**src/rtl/branch_cmp_unit_if.sv**
```systemverilog
// Operand/control and result bundle for branch_cmp_unit.
// The BCMP_STATS_EN macro adds the branch and mispredict statistics counters.
interface branch_cmp_unit_if #(
  parameter int unsigned WIDTH = 32,
  parameter int unsigned IDX_W = 4
);
  logic             stall;
  logic             flush;
  logic             in_valid;
  logic [3:0]       op;
  logic [WIDTH-1:0] D1;
  logic [WIDTH-1:0] D2;
  logic [IDX_W-1:0] idx;
  logic             pred_taken;
  logic             taken;
  logic             nullify;
  logic             res_valid;
  logic             res_taken;
  logic             res_nullify;
  logic             res_mispredict;
`ifdef BCMP_STATS_EN
  logic [31:0]      branch_cnt;
  logic [31:0]      mispredict_cnt;
`endif

  modport master (
    output stall, flush, in_valid, op, D1, D2, idx,
`ifdef BCMP_STATS_EN
    input  branch_cnt, mispredict_cnt,
`endif
    input  pred_taken, taken, nullify, res_valid, res_taken, res_nullify, res_mispredict
  );

  modport slave (
    input  stall, flush, in_valid, op, D1, D2, idx,
`ifdef BCMP_STATS_EN
    output branch_cnt, mispredict_cnt,
`endif
    output pred_taken, taken, nullify, res_valid, res_taken, res_nullify, res_mispredict
  );
endinterface

```
**src/rtl/branch_cmp_unit.sv**
```systemverilog
// ID-stage compare / branch-resolution unit with a 2-bit saturating BHT.
// Defining BCMP_STATS_EN adds the saturating branch_cnt / mispredict_cnt counters.
module branch_cmp_unit #(
  parameter int unsigned WIDTH    = 32,
  parameter int unsigned IDX_W    = 4,
  parameter logic [1:0]  BHT_INIT = 2'b01
) (
  input logic               clk,
  input logic               reset,
  branch_cmp_unit_if.slave  bus
);
  localparam int unsigned Depth = 1 << IDX_W;

  logic [1:0] bht_q [Depth];
  logic [1:0] cnt_cur, bht_nxt;
  logic       is_branch, is_move, acc, bht_we, mis;
  logic       taken_c, nullify_c, pred_c;
  logic       res_valid_q, res_taken_q, res_nullify_q, res_mispredict_q;
  logic       res_valid_d, res_taken_d, res_nullify_d, res_mispredict_d;

  always_comb begin
    is_branch = (bus.op >= 4'd1) && (bus.op <= 4'd6);
    is_move   = (bus.op == 4'd7) || (bus.op == 4'd8);
    taken_c   = 1'b0;
    nullify_c = 1'b0;
    case (bus.op)
      4'd1:    taken_c = (bus.D1 == bus.D2);
      4'd2:    taken_c = (bus.D1 != bus.D2);
      4'd3:    taken_c = bus.D1[WIDTH-1] || (bus.D1 == '0);
      4'd4:    taken_c = !bus.D1[WIDTH-1] && (bus.D1 != '0);
      4'd5:    taken_c = bus.D1[WIDTH-1];
      4'd6:    taken_c = !bus.D1[WIDTH-1];
      4'd7:    nullify_c = (bus.D2 != '0);
      4'd8:    nullify_c = (bus.D2 == '0);
      default: ;
    endcase

    // Prediction and mispredict always see the pre-update counter.
    cnt_cur = bht_q[bus.idx];
    pred_c  = is_branch & cnt_cur[1];
    mis     = is_branch & (taken_c ^ pred_c);
    if (taken_c) begin
      bht_nxt = (cnt_cur == 2'b11) ? cnt_cur : cnt_cur + 2'b01;
    end else begin
      bht_nxt = (cnt_cur == 2'b00) ? cnt_cur : cnt_cur - 2'b01;
    end

    acc    = bus.in_valid & ~bus.stall & ~bus.flush;
    bht_we = acc & is_branch;

    res_valid_d      = res_valid_q;
    res_taken_d      = res_taken_q;
    res_nullify_d    = res_nullify_q;
    res_mispredict_d = res_mispredict_q;
    if (bus.flush || (!bus.stall && !bus.in_valid)) begin
      res_valid_d      = 1'b0;
      res_taken_d      = 1'b0;
      res_nullify_d    = 1'b0;
      res_mispredict_d = 1'b0;
    end else if (acc) begin
      res_valid_d      = is_branch | is_move;
      res_taken_d      = taken_c;
      res_nullify_d    = nullify_c;
      res_mispredict_d = mis;
    end
  end

  always_ff @(posedge clk or posedge reset) begin
    if (reset) begin
      res_valid_q      <= 1'b0;
      res_taken_q      <= 1'b0;
      res_nullify_q    <= 1'b0;
      res_mispredict_q <= 1'b0;
    end else begin
      res_valid_q      <= res_valid_d;
      res_taken_q      <= res_taken_d;
      res_nullify_q    <= res_nullify_d;
      res_mispredict_q <= res_mispredict_d;
    end
  end

  always_ff @(posedge clk or posedge reset) begin
    if (reset) begin
      for (int i = 0; i < Depth; i++) bht_q[i] <= BHT_INIT;
    end else if (bht_we) begin
      bht_q[bus.idx] <= bht_nxt;
    end
  end

  assign bus.pred_taken     = pred_c;
  assign bus.taken          = taken_c;
  assign bus.nullify        = nullify_c;
  assign bus.res_valid      = res_valid_q;
  assign bus.res_taken      = res_taken_q;
  assign bus.res_nullify    = res_nullify_q;
  assign bus.res_mispredict = res_mispredict_q;

`ifdef BCMP_STATS_EN
  logic [31:0] branch_cnt_q, branch_cnt_d, mispredict_cnt_q, mispredict_cnt_d;

  always_comb begin
    branch_cnt_d     = branch_cnt_q;
    mispredict_cnt_d = mispredict_cnt_q;
    if (bht_we && (branch_cnt_q != '1)) branch_cnt_d = branch_cnt_q + 32'd1;
    if (bht_we && mis && (mispredict_cnt_q != '1)) mispredict_cnt_d = mispredict_cnt_q + 32'd1;
  end

  always_ff @(posedge clk or posedge reset) begin
    if (reset) begin
      branch_cnt_q     <= '0;
      mispredict_cnt_q <= '0;
    end else begin
      branch_cnt_q     <= branch_cnt_d;
      mispredict_cnt_q <= mispredict_cnt_d;
    end
  end

  assign bus.branch_cnt     = branch_cnt_q;
  assign bus.mispredict_cnt = mispredict_cnt_q;
`endif
endmodule

```
**src/flat_wrapper.sv**
```systemverilog
// flat-port wrapper written by rule: the top's interface ports become plain ports
module branch_cmp_unit_flat 
#(
  parameter int unsigned WIDTH    = 32,
  parameter int unsigned IDX_W    = 4,
  parameter logic [1:0]  BHT_INIT = 2'b01
)
  (clk, reset, bus_stall, bus_flush, bus_in_valid, bus_op, bus_D1, bus_D2, bus_idx, bus_pred_taken, bus_taken, bus_nullify, bus_res_valid, bus_res_taken, bus_res_nullify, bus_res_mispredict);
  branch_cmp_unit_if #(.WIDTH(WIDTH), .IDX_W(IDX_W)) bus_i ();
  input logic clk;
  input logic reset;
  input wire logic [$bits(bus_i.stall)-1:0] bus_stall;
  input wire logic [$bits(bus_i.flush)-1:0] bus_flush;
  input wire logic [$bits(bus_i.in_valid)-1:0] bus_in_valid;
  input wire logic [$bits(bus_i.op)-1:0] bus_op;
  input wire logic [$bits(bus_i.D1)-1:0] bus_D1;
  input wire logic [$bits(bus_i.D2)-1:0] bus_D2;
  input wire logic [$bits(bus_i.idx)-1:0] bus_idx;
  output wire logic [$bits(bus_i.pred_taken)-1:0] bus_pred_taken;
  output wire logic [$bits(bus_i.taken)-1:0] bus_taken;
  output wire logic [$bits(bus_i.nullify)-1:0] bus_nullify;
  output wire logic [$bits(bus_i.res_valid)-1:0] bus_res_valid;
  output wire logic [$bits(bus_i.res_taken)-1:0] bus_res_taken;
  output wire logic [$bits(bus_i.res_nullify)-1:0] bus_res_nullify;
  output wire logic [$bits(bus_i.res_mispredict)-1:0] bus_res_mispredict;
  assign bus_i.stall = bus_stall;
  assign bus_i.flush = bus_flush;
  assign bus_i.in_valid = bus_in_valid;
  assign bus_i.op = bus_op;
  assign bus_i.D1 = bus_D1;
  assign bus_i.D2 = bus_D2;
  assign bus_i.idx = bus_idx;
  assign bus_pred_taken = bus_i.pred_taken;
  assign bus_taken = bus_i.taken;
  assign bus_nullify = bus_i.nullify;
  assign bus_res_valid = bus_i.res_valid;
  assign bus_res_taken = bus_i.res_taken;
  assign bus_res_nullify = bus_i.res_nullify;
  assign bus_res_mispredict = bus_i.res_mispredict;
  branch_cmp_unit #(.WIDTH(WIDTH), .IDX_W(IDX_W), .BHT_INIT(BHT_INIT)) u_core (.clk(clk), .reset(reset), .bus(bus_i));
endmodule
```
**config.mk**
```make
export PLATFORM = sky130hd
export DESIGN_NAME = branch_cmp_unit_flat
export DESIGN_NICKNAME = d
export VERILOG_FILES = /design/src/rtl/branch_cmp_unit_if.sv /design/src/rtl/branch_cmp_unit.sv /design/src/flat_wrapper.sv
export SDC_FILE = /design/constraint.sdc
export NUM_CORES = 1
export LEC_CHECK = 0
export ABC_CLOCK_PERIOD_IN_PS = 2300
export CAP_MARGIN = 30
export CORE_ASPECT_RATIO = 1.1
export CORE_MARGIN = 8
export CORE_UTILIZATION = 41
export CTS_CLUSTER_SIZE = 8
export DETAILED_ROUTE_END_ITERATION = 16
export PLACE_DENSITY_LB_ADDON = 0.15
export SLEW_MARGIN = 15
export SYNTH_ARGS = -nofsm -noshare
export SYNTH_HDL_FRONTEND = slang
export SYNTH_SLANG_ARGS = --single-unit
```
**constraint.sdc**
```tcl
create_clock -name clk -period 2.3 [get_ports clk]
set_clock_uncertainty 0.05 [all_clocks]
set_input_delay 0.46 -clock clk [delete_from_list [all_inputs] [get_ports clk]]
set_output_delay 0.46 -clock clk [all_outputs]
set_load 0.01 [all_outputs]
```
# Word level (Yosys, flattened, before mapping)
# Index checks and enable logic that the tools add are counted.
[totals] register_bits=36 output_inout_bits=7 latch_bits=0 romBits=0 mem_bits_rw=0 inputBits=77 memories=0 elab_cells=82
[op_classes] n_bitwise=10 magnitude_cmp=4 reduce_logical=16 addsub=2 n_mul=0 n_div=0 eq_ne=11 shift=0 mux=19
[op_table] operator="zero test 32 bit" count=2
[op_table] operator="nonzero test 32 bit" count=2
[op_table] operator="bitwise mux 32 bit" count=1
[op_table] operator="equality test 32 bit" count=1
[op_table] operator="!= test 32 bit" count=1
[op_table] operator="equality test 4 x 3 -> 1 bit (second input constant)" count=4
[op_table] operator="2-to-1 mux 2 bit" count=6
[op_table] operator="binary-select mux 2 bit (select 4 bit)" count=1
[op_table] operator="demux 2 bit (select 4 bit)" count=1
[op_table] operator="equality test 4 x 2 -> 1 bit (second input constant)" count=2
[op_table] operator="2-to-1 mux 1 bit" count=8
[op_table] operator="one-hot mux 1 bit (6 select lines)" count=1
[op_table] operator="bitwise AND 1 bit" count=5
[op_table] operator="greater-or-equal comparator 5 bit (second input constant)" count=1
[op_table] operator="< comparator 5 x 1 -> 1 bit (second input constant)" count=1
[op_table] operator="NOT 4 -> 5 bit" count=1
[op_table] operator="equality test 4 x 1 -> 1 bit (second input constant)" count=1
[op_table] operator="equality test 4 bit (second input constant)" count=1
[op_table] operator="greater-or-equal comparator 4 x 1 -> 1 bit (second input constant)" count=1
[op_table] operator="<= comparator 4 x 3 -> 1 bit (second input constant)" count=1
[op_table] operator="logical AND 1 bit" count=4
[op_table] operator="zero test 1 bit" count=3
[op_table] operator="logical OR 1 bit" count=3
[op_table] operator="adder 2 x 1 -> 2 bit (second input constant)" count=1
[op_table] operator="8 further kinds" count=9

# Depth between registers and ports, before layout
# Gate-level depths: netlist of run 1.
[depth] word_depth=9 depth_mapped=8 mapped_depth_nobuf=6

# Worst setup path before layout of run 1
# OpenSTA, ideal clock, no wires.
[synth_timing] path_type="input -> register" from="in bus_idx[1]" to="reg u_core.res_mispredict_q, in the netlist u_core.bus.res_mispredict" setup_ps=122 stages=7 required_time_ps=2128 path_slack_ps=-178 arrival_ps=2307 cell_sequence="clkbuf_1 mux4_2 a22o_1 a221oi_4 inv_2 or4_1 a32o_1"
[synth_via] elab_chain_cells=9
[synth_rtl] element="from (decl)" line_no="flat_wrapper.sv:18" text="input wire logic [$bits(bus_i.idx)-1:0] bus_idx;"
[synth_rtl] element="NOT 4 -> 5 bit (not written as such)" line_no="branch_cmp_unit.sv:39" text="cnt_cur = bht_q[bus.idx];"
[synth_rtl] element="binary-select mux 2 bit (select 4 bit)" line_no="branch_cmp_unit.sv:39"
[synth_rtl] element="2-to-1 mux 2 bit (not written as such) (2 in series)" line_no="branch_cmp_unit.sv:39"
[synth_rtl] element="bitwise AND 1 bit" line_no="branch_cmp_unit.sv:40" text="pred_c = is_branch & cnt_cur[1];"
[synth_rtl] element="XOR 1 bit" line_no="branch_cmp_unit.sv:41" text="mis = is_branch & (taken_c ^ pred_c);"
[synth_rtl] element="bitwise AND 1 bit" line_no="branch_cmp_unit.sv:41"
[synth_rtl] element="2-to-1 mux 1 bit" line_no="branch_cmp_unit.sv:60" text="end else if (acc) begin"
[synth_rtl] element="2-to-1 mux 1 bit" line_no="branch_cmp_unit.sv:55" text="if (bus.flush || (!bus.stall && !bus.in_valid)) begin"
[synth_rtl] element="to (signal assigned)" line_no="branch_cmp_unit.sv:78" text="res_mispredict_q <= res_mispredict_d;"
[synth_rtl] element="to (decl)" line_no="branch_cmp_unit.sv:18" text="logic res_valid_q, res_taken_q, res_nullify_q, res_mispredict_q;"
# No other way between the ends. The select of a mux whose other input is x is not followed.
# A chain may end at the register's enable or synchronous reset.

# Worst setup path in the final report of run 1
[layout_timing] from="in bus_D2[28]" to="out bus_taken"
[layout_via] elab_chain_cells=2
[layout_rtl] element="from (decl)" line_no="flat_wrapper.sv:17" text="input wire logic [$bits(bus_i.D2)-1:0] bus_D2;"
[layout_rtl] element="!= test 32 bit / equality test 32 bit (equally long branches)" line_no="branch_cmp_unit.sv:28, branch_cmp_unit.sv:27"
[layout_rtl] element="one-hot mux 1 bit (6 select lines) (*)" line_no="branch_cmp_unit.sv:26" text="case (bus.op)"
[layout_rtl] element="to (decl)" line_no="flat_wrapper.sv:20" text="output wire logic [$bits(bus_i.taken)-1:0] bus_taken;"
# Mark *: on every way between the ends. The rest lies on a longest branch, timed or not.

==> key figures, run 1 <==
Run status
  • Failing checks: setup timing
  • Result of the run: finished with violations

Synthesis
  • Top FF cell, synth: sky130_fd_sc_hd__dfrtp_1
  • Portion of the post-synthesis area used by sequential elements: 37.5%
  • Proportion of netlist area held by the largest area contributor: 20.4%
  • Share of cell area taken by muxes after synthesis: 7.80%
  • Leading cell types by total area after synthesis: sky130_fd_sc_hd__dfrtp_1, sky130_fd_sc_hd__dfstp_2, sky130_fd_sc_hd__xnor2_1, sky130_fd_sc_hd__mux4_2, sky130_fd_sc_hd__a31oi_1
  • Simple-gate portion of the synthesized area: 24.6%
  • Fraction of registers with async set or reset after synthesis: 100%
  • Count of flip-flops with a built-in enable after synthesis: 0
  • Net Count, Synth: 338
  • Combined area of all synthesized cells: 2450 um^2
  • Cell taking the most area after synthesis: sky130_fd_sc_hd__dfrtp_1
  • Yosys warning total: 0
  • Flops & latches, synth: 36
  • Adder-cell area share of the yosys netlist: 0%
  • Dominant combinational cell family by area after synthesis: simple AND/OR/NAND/NOR gates
  • Number of library cell types mapped by synthesis: 45
  • Synthesized area per cell: 9.40 um^2
  • Gate count of the mapped netlist: 261
  • Complex-gate fraction of the synthesized area: 15.8%
  • Post-synthesis share of cell area spent on xor and xnor gates: 11.8%

Die
  • Number of standard-cell rows in the floorplan: 29
  • Height of the die: 97.1 um
  • Initial cell density of the core: 42.5%
  • Chip Width: 89.8 um
  • Area of the die: 8720 um^2
  • Ports placed on the boundary: 84
  • Placeable core region: 5770 um^2

CTS
  • Total number of clock tree sinks: 36
  • CTS Hold Bufs: 0
  • Clock network latency to the later pin of the worst-skew pair: 0.29 ns
  • Total CTS buffers: 5
  • CTS root buf: sky130_fd_sc_hd__clkbuf_8
  • Clock tree from TritonCTS: built
  • H-Tree Depth: 2
  • Clock slew seen by the registers of the worst setup and hold paths: 0.08 ns
  • Longest Clk Path Bufs: 2

Power and ir drop
  • Leakage power of the design: 1.89 nW
  • Power density over cell area: 426 nW/um^2
  • Maximum vdd ir drop: 0.386 mV

STA
  • Number of failing hold endpoints at the final stage: 0
  • Highest attainable clock frequency: 380 MHz
  • Final Cycle Share: 114%
  • Least setup slack across all paths after layout: -0.332 ns
  • RSZ-0062 raised after global routing: yes
  • Final setup violation count: 36
  • Setup TNS: -4.61 ns
  • Clock period minus worst slack: 2.63 ns
  • Tightest hold margin: 0.491 ns
  • Worst Tran Pin Value: 0.470 ns
  • Total count of max-transition violations in the final report: 0
  • Worst slew slack as a fraction of its limit: 68.6%

Placed design
  • Post-detailed-placement cell area: 3930 um^2
  • Placed insts: 488
  • Placement-stage worst setup slack: -1.17 ns
  • Number of input and output port buffers inserted: 83
  • Half-perimeter wire length after placement: 7.14 mm
  • GPL Wtd Cong: 0.844

Finish
  • Most frequent cells in the layout: sky130_fd_sc_hd__buf_4, sky130_fd_sc_hd__dlygate4sd2_1, sky130_fd_sc_hd__nor2_1
  • Final standard cell count with taps included and fillers excluded: 511
  • Layout cell share with drive strength beyond 1: 57.2%
  • Post-route cell area: 4710 um^2
  • Leading cell type in the layout, fill and taps excluded: sky130_fd_sc_hd__buf_4
  • Total Nets Final: 508
  • # fillers: 328
  • Footprint of the multi-input gates: 2120 um^2
  • Register Area: 921 um^2
  • Synth-to-layout area growth: 91.9%

Worst hold path
  • Worst hold path class: reg -> reg
  • Start point of the worst min-delay path: u_core.bus.res_taken$_DFFE_PP0P_
  • Cell count of the worst hold path: 1

Setup path
  • Reg-to-reg startpoint: u_core.bht_q[25]$_DFFE_PP0P_
  • Startpoint of the most critical setup path: bus_D2[28]
  • Startpoint type of the worst setup path: input port
  • Largest fanout on the critical path: 2
  • Worst EP arrival: 2.12 ns
  • Worst Reg2Reg Path Length in Cells: 9
  • Critical path class: in -> out
  • CP endpoint kind: primary output
  • Required @ worst endpoint: 1.79 ns

Run
  • Number of violations of the max-capacitance limit: 0

Drt
  • # DRC: 0
  • Vias per std cell: 5.89
  • Total Wirelength: 11.4 mm
  • Routed WL per cell: 22.3 um
  • Detailed router's first-iteration violation count: 170
  • Via count: 3010
  • Final ANT Viol Nets: 0
  • Detailed Routing Iterations Pass 1: 4

Global route
  • Number of global-route vias before repair: 3245
  • Largest net degree at the start of global routing: 37
  • Tot GR Track Use: 22.2%
  • Antenna violations before repair: 2
  • Total gr overflow: 0
  • First-pass GRT wire length: 15.9 mm
final cells by class:
type / instances / area share [%]
Antenna cell: 2 / 0.106
Sequential cell: 36 / 19.6
Timing Repair Buffer: 173 / 31.2
Clock buffer: 7 / 1.62
Clock inverter: 1 / 0.106
Multi-Input combinational cell: 211 / 45.0
Tap cell: 77 / 2.05
Inverter: 4 / 0.319
metrics by stage:
| stage | util, % | power, mW |
|---|---|---|
| global route | 81.6 | 2.07 |
| CTS | 76.9 | 1.88 |
| floorplan | - | 1.01 |
| global placement | 68.1 | 1.33 |
| detailed placement | 68.1 | 1.35 |
| finish | 81.6 | 2.01 |
kinds of logic (layout without fill, tap and decap cells):
family,count (synthesis),count (layout)
AO/OA/AOI/OAI,55,55
other,0,2
AND/OR/NAND/NOR,114,114
buffers and inverters,14,185
XOR/XNOR,33,33
flip-flops,36,36
multiplexers,9,9
where the power goes:
part	switching, mW	internal (mW)	leakage [nW]
registers	0.0371	0.717	0.431
clock network	0.236	0.213	0.0422
logic	0.384	0.419	1.42
total	0.657	1.35	1.89
state kept, by name, indices dropped and copies added (netlist names):
signal	flops
u_core.bus.res_valid	1
u_core.bus.res_mispredict	1
u_core.bus.res_taken	1
u_core.bht_q	32
u_core.bus.res_nullify	1
worst max-delay path: stages:
cell	delay (ns)
sky130_fd_sc_hd__clkdlybuf4s15_1	0.23
sky130_fd_sc_hd__xnor2_2	0.20
sky130_fd_sc_hd__nand4_1	0.15
sky130_fd_sc_hd__nor4_2	0.33
sky130_fd_sc_hd__buf_4	0.17
sky130_fd_sc_hd__a21oi_2	0.07
sky130_fd_sc_hd__or3_4	0.38
sky130_fd_sc_hd__buf_6	0.13
layer usage:
metal	part of all wire, %	GRT usage, %	vias up
li1	-	-	1343
met1	36	23.1	1471
met2	53	40.0	148
met3	6.6	5.95	48
met4	4.8	11.0	0
met5	0	0	-
cell usage after synthesis, types with 2 or more instances:
master                     instances
sky130_fd_sc_hd__xnor2_1          33
sky130_fd_sc_hd__dfrtp_1          20
sky130_fd_sc_hd__nand4_1          12
sky130_fd_sc_hd__o21ai_1           5
sky130_fd_sc_hd__nand2_1          12
sky130_fd_sc_hd__nor4_1           19
sky130_fd_sc_hd__dfstp_2          16
sky130_fd_sc_hd__nor3_1            7
sky130_fd_sc_hd__nor2_1           41
sky130_fd_sc_hd__buf_4             2
sky130_fd_sc_hd__a31oi_1          25
sky130_fd_sc_hd__nor3b_1           2
sky130_fd_sc_hd__a22oi_1           2
sky130_fd_sc_hd__nor2b_1           4
sky130_fd_sc_hd__a21oi_1           2
sky130_fd_sc_hd__o22ai_1           2
sky130_fd_sc_hd__o21ai_0           7
sky130_fd_sc_hd__mux4_2            8
sky130_fd_sc_hd__nand3_1           2
sky130_fd_sc_hd__nand2b_1          3
sky130_fd_sc_hd__o31ai_1           3
sky130_fd_sc_hd__nand3b_1          2
sky130_fd_sc_hd__inv_1             3
sky130_fd_sc_hd__a22o_1            3
sky130_fd_sc_hd__clkbuf_1          6
final timing paths:
check	endpoint	slack (ns)
min in group asynchronous	u_core.bht_q[29]$_DFFE_PP0P_	0.53
setup reg to reg	u_core.bht_q[27]$_DFFE_PP0P_	-0.14
hold reg to reg	u_core.bus.res_taken$_DFFE_PP0P_	0.49
hold / removal	u_core.bus.res_taken$_DFFE_PP0P_	0.49
max in group asynchronous	u_core.bht_q[0]$_DFFE_PP1P_	1.32
setup / recovery	bus_taken	-0.33
what timing repair did:
item | in CTS | in global routing
gates resized for setup | 268 | 46
cloned | 2 | 0
setup buffers | 9 | 4
setup endpoints to repair | 37 | 36
pin swaps | 49 | 8
(Power assumes the default switching activity.)
==> run 2: changes to the inputs <==
--- a/config.mk
+++ b/config.mk
@@ -13,6 +13,7 @@
 export CTS_CLUSTER_SIZE = 8
 export DETAILED_ROUTE_END_ITERATION = 16
 export PLACE_DENSITY_LB_ADDON = 0.15
+export REMOVE_ABC_BUFFERS = 1
 export SLEW_MARGIN = 15
 export SYNTH_ARGS = -nofsm -noshare
 export SYNTH_HDL_FRONTEND = slang
==> run 2 against run 1 <==
Compared with the run above:
- the flow still finishes with violations (setup timing)
- global-route usage down 1.2 points
- fmax rose by 1.3%
- sequential share of layout area rose by 0.66 points
- die area did not move
- non-clock buffer count shrank 7
- clock power grew 4.7%
- clock-buffer cell count down 1
- via count decreased by 3.6%
- combinational power is 8.2% lower
- utilization is 2.6 points lower
- largest power group is now registers
- largest cell class unchanged
- final cell count is 1.6% lower
==> key figures, run 2 (same netlist as run 1, synthesis figures left out) <==
STA
  • Number of failing hold endpoints at the final stage: 0
  • Final setup violation count: 19
  • Worst slew slack as a fraction of its limit: 69.2%
  • Highest attainable clock frequency: 385 MHz
  • Final Cycle Share: 113%
  • Total count of max-transition violations in the final report: 0
  • Worst Tran Pin Value: 0.463 ns
  • RSZ-0062 raised after global routing: yes
  • Setup TNS: -1.53 ns
  • Least setup slack across all paths after layout: -0.297 ns
  • Clock period minus worst slack: 2.60 ns

Placed design
  • GPL Wtd Cong: 0.889
  • Number of input and output port buffers inserted: 83
  • Half-perimeter wire length after placement: 7.07 mm

Worst hold path
  • Worst hold path class: reg -> reg
  • Start point of the worst min-delay path: u_core.bus.res_mispredict$_DFFE_PP0P_
  • Cell count of the worst hold path: 1
  • Min-Delay Endpoint: u_core.bus.res_mispredict$_DFFE_PP0P_

Drt
  • Via count: 2903
  • Final ANT Viol Nets: 0
  • Detailed router's first-iteration violation count: 155
  • Vias per std cell: 5.77
  • Detailed Routing Iterations Pass 1: 4
  • Routed WL per cell: 20.4 um
  • # DRC: 0
  • Total Wirelength: 10.2 mm

Finish
  • Most frequent cells in the layout: sky130_fd_sc_hd__buf_4, sky130_fd_sc_hd__nor2_1, sky130_fd_sc_hd__dlygate4sd2_1
  • Synth-to-layout area growth: 85.7%
  • Most flops, register: u_core.bht_q
  • Max FFs per register: 32
  • Total Nets Final: 501
  • Layout cell share with drive strength beyond 1: 52.9%
  • Leading cell type in the layout, fill and taps excluded: sky130_fd_sc_hd__buf_4

Setup path
  • Required @ worst endpoint: 1.79 ns
  • Reg2reg setup slack: -0.17 ns
  • Worst Reg2Reg Path Length in Cells: 7
  • CP endpoint kind: primary output
  • Startpoint type of the worst setup path: input port
  • Largest fanout on the critical path: 2
  • Worst EP arrival: 2.09 ns
  • Reg-to-reg startpoint: u_core.bht_q[9]$_DFFE_PP0P_
  • Critical path class: in -> out
  • Startpoint of the most critical setup path: bus_D1[2]
  • Terminus of the critical flop-to-flop path: u_core.bus.res_mispredict$_DFFE_PP0P_

Power and ir drop
  • Maximum vdd ir drop: 0.311 mV
  • Power density over cell area: 430 nW/um^2
  • Leakage power of the design: 1.87 nW
  • Overall power after layout: 1.96 mW

Global route
  • Antenna violations before repair: 1
  • Largest net degree at the start of global routing: 37
  • Number of global-route vias before repair: 3100
  • Total gr overflow: 0
  • Tot GR Track Use: 21.0%
  • First-pass GRT wire length: 14.8 mm

Run status
  • Result of the run: finished with violations
  • Failing checks: setup timing

Run
  • Number of violations of the max-capacitance limit: 0

CTS
  • CTS root buf: sky130_fd_sc_hd__clkbuf_8
  • Clock tree from TritonCTS: built
  • Longest Clk Path Bufs: 2
  • Clock slew seen by the registers of the worst setup and hold paths: 0.07 ns
  • H-Tree Depth: 2
  • Clock network latency to the later pin of the worst-skew pair: 0.30 ns
  • Total number of clock tree sinks: 36
  • CTS Hold Bufs: 0
  • Total CTS buffers: 5

Die
  • Initial cell density of the core: 42.5%
  • Height of the die: 97.1 um
  • Ports placed on the boundary: 84
  • Area of the die: 8720 um^2
  • Number of standard-cell rows in the floorplan: 29
  • Chip Width: 89.8 um
  • Placeable core region: 5770 um^2
run 2: layout make-up:
cell class	instances	area [um^2]
multi-input cells	211	2020
repair buffers	166	1410
fillers	355	1210
flip-flops and latches	36	921
well taps	77	96.3
clock buffers	6	82.6
inverters	4	17.5
clock inverters	2	10.0
diodes	1	2.50
run 2: what timing repair did:
| action | CTS | global route |
|---|---|---|
| cloned | 0 | 2 |
| resized for setup | 216 | 83 |
| setup endpoints to repair | 37 | 36 |
| buffers inserted | 7 | 4 |
| pin swaps | 42 | 24 |
run 2: where the power goes:
part	switching (mW)	total, mW	leakage, nW	internal, mW
Sequential	0.0358	0.752	0.431	0.717
Combinational	0.349	0.737	1.39	0.389
Clock	0.231	0.470	0.0510	0.239
Total	0.616	1.96	1.87	1.34
run 2: worst max-delay path by stage:
stage	cells after the start	end	slack, ns
4_1_cts	7	bus_taken	-0.26
3_5_place_dp	7	bus_taken	-1.24
2_1_floorplan	6	u_core.bht_q[9]$_DFFE_PP0P_	-0.07
5_1_grt	7	bus_taken	-0.33
6_report	7	bus_taken	-0.30
3_3_place_gp	7	bus_taken	-1.20
run 2: stage by stage:
step	area, um^2	hold slack (ns)	utilization, %	std cells	setup slack [ns]
after global routing	4560	0.469	79.0	503	-0.329
final	4560	0.452	79.0	503	-0.297
after global placement	3900	0.425	67.6	485	-1.20
after detailed placement	3910	0.431	67.8	486	-1.24
after floorplan	2410	0.426	-	251	-0.0716
after CTS	4200	0.451	72.8	497	-0.260
run 2: critical path, stage by stage:
cell	delay, ns
sky130_fd_sc_hd__buf_8	0.10
sky130_fd_sc_hd__nor4_4	0.30
sky130_fd_sc_hd__nand4_1	0.17
sky130_fd_sc_hd__o21bai_1	0.21
sky130_fd_sc_hd__mux2_4	0.32
sky130_fd_sc_hd__or3_4	0.39
sky130_fd_sc_hd__buf_6	0.13
run 2: layer usage:
| layer | track usage [%] | vias up | wire (um) |
|---|---|---|---|
| met2 | 38.3 | 146 | 5310 |
| met4 | 11.6 | 0 | 483 |
| met1 | 20.4 | 1391 | 3650 |
| li1 | - | 1327 | - |
| met5 | 0 | - | 0 |
| met3 | 6.57 | 39 | 796 |
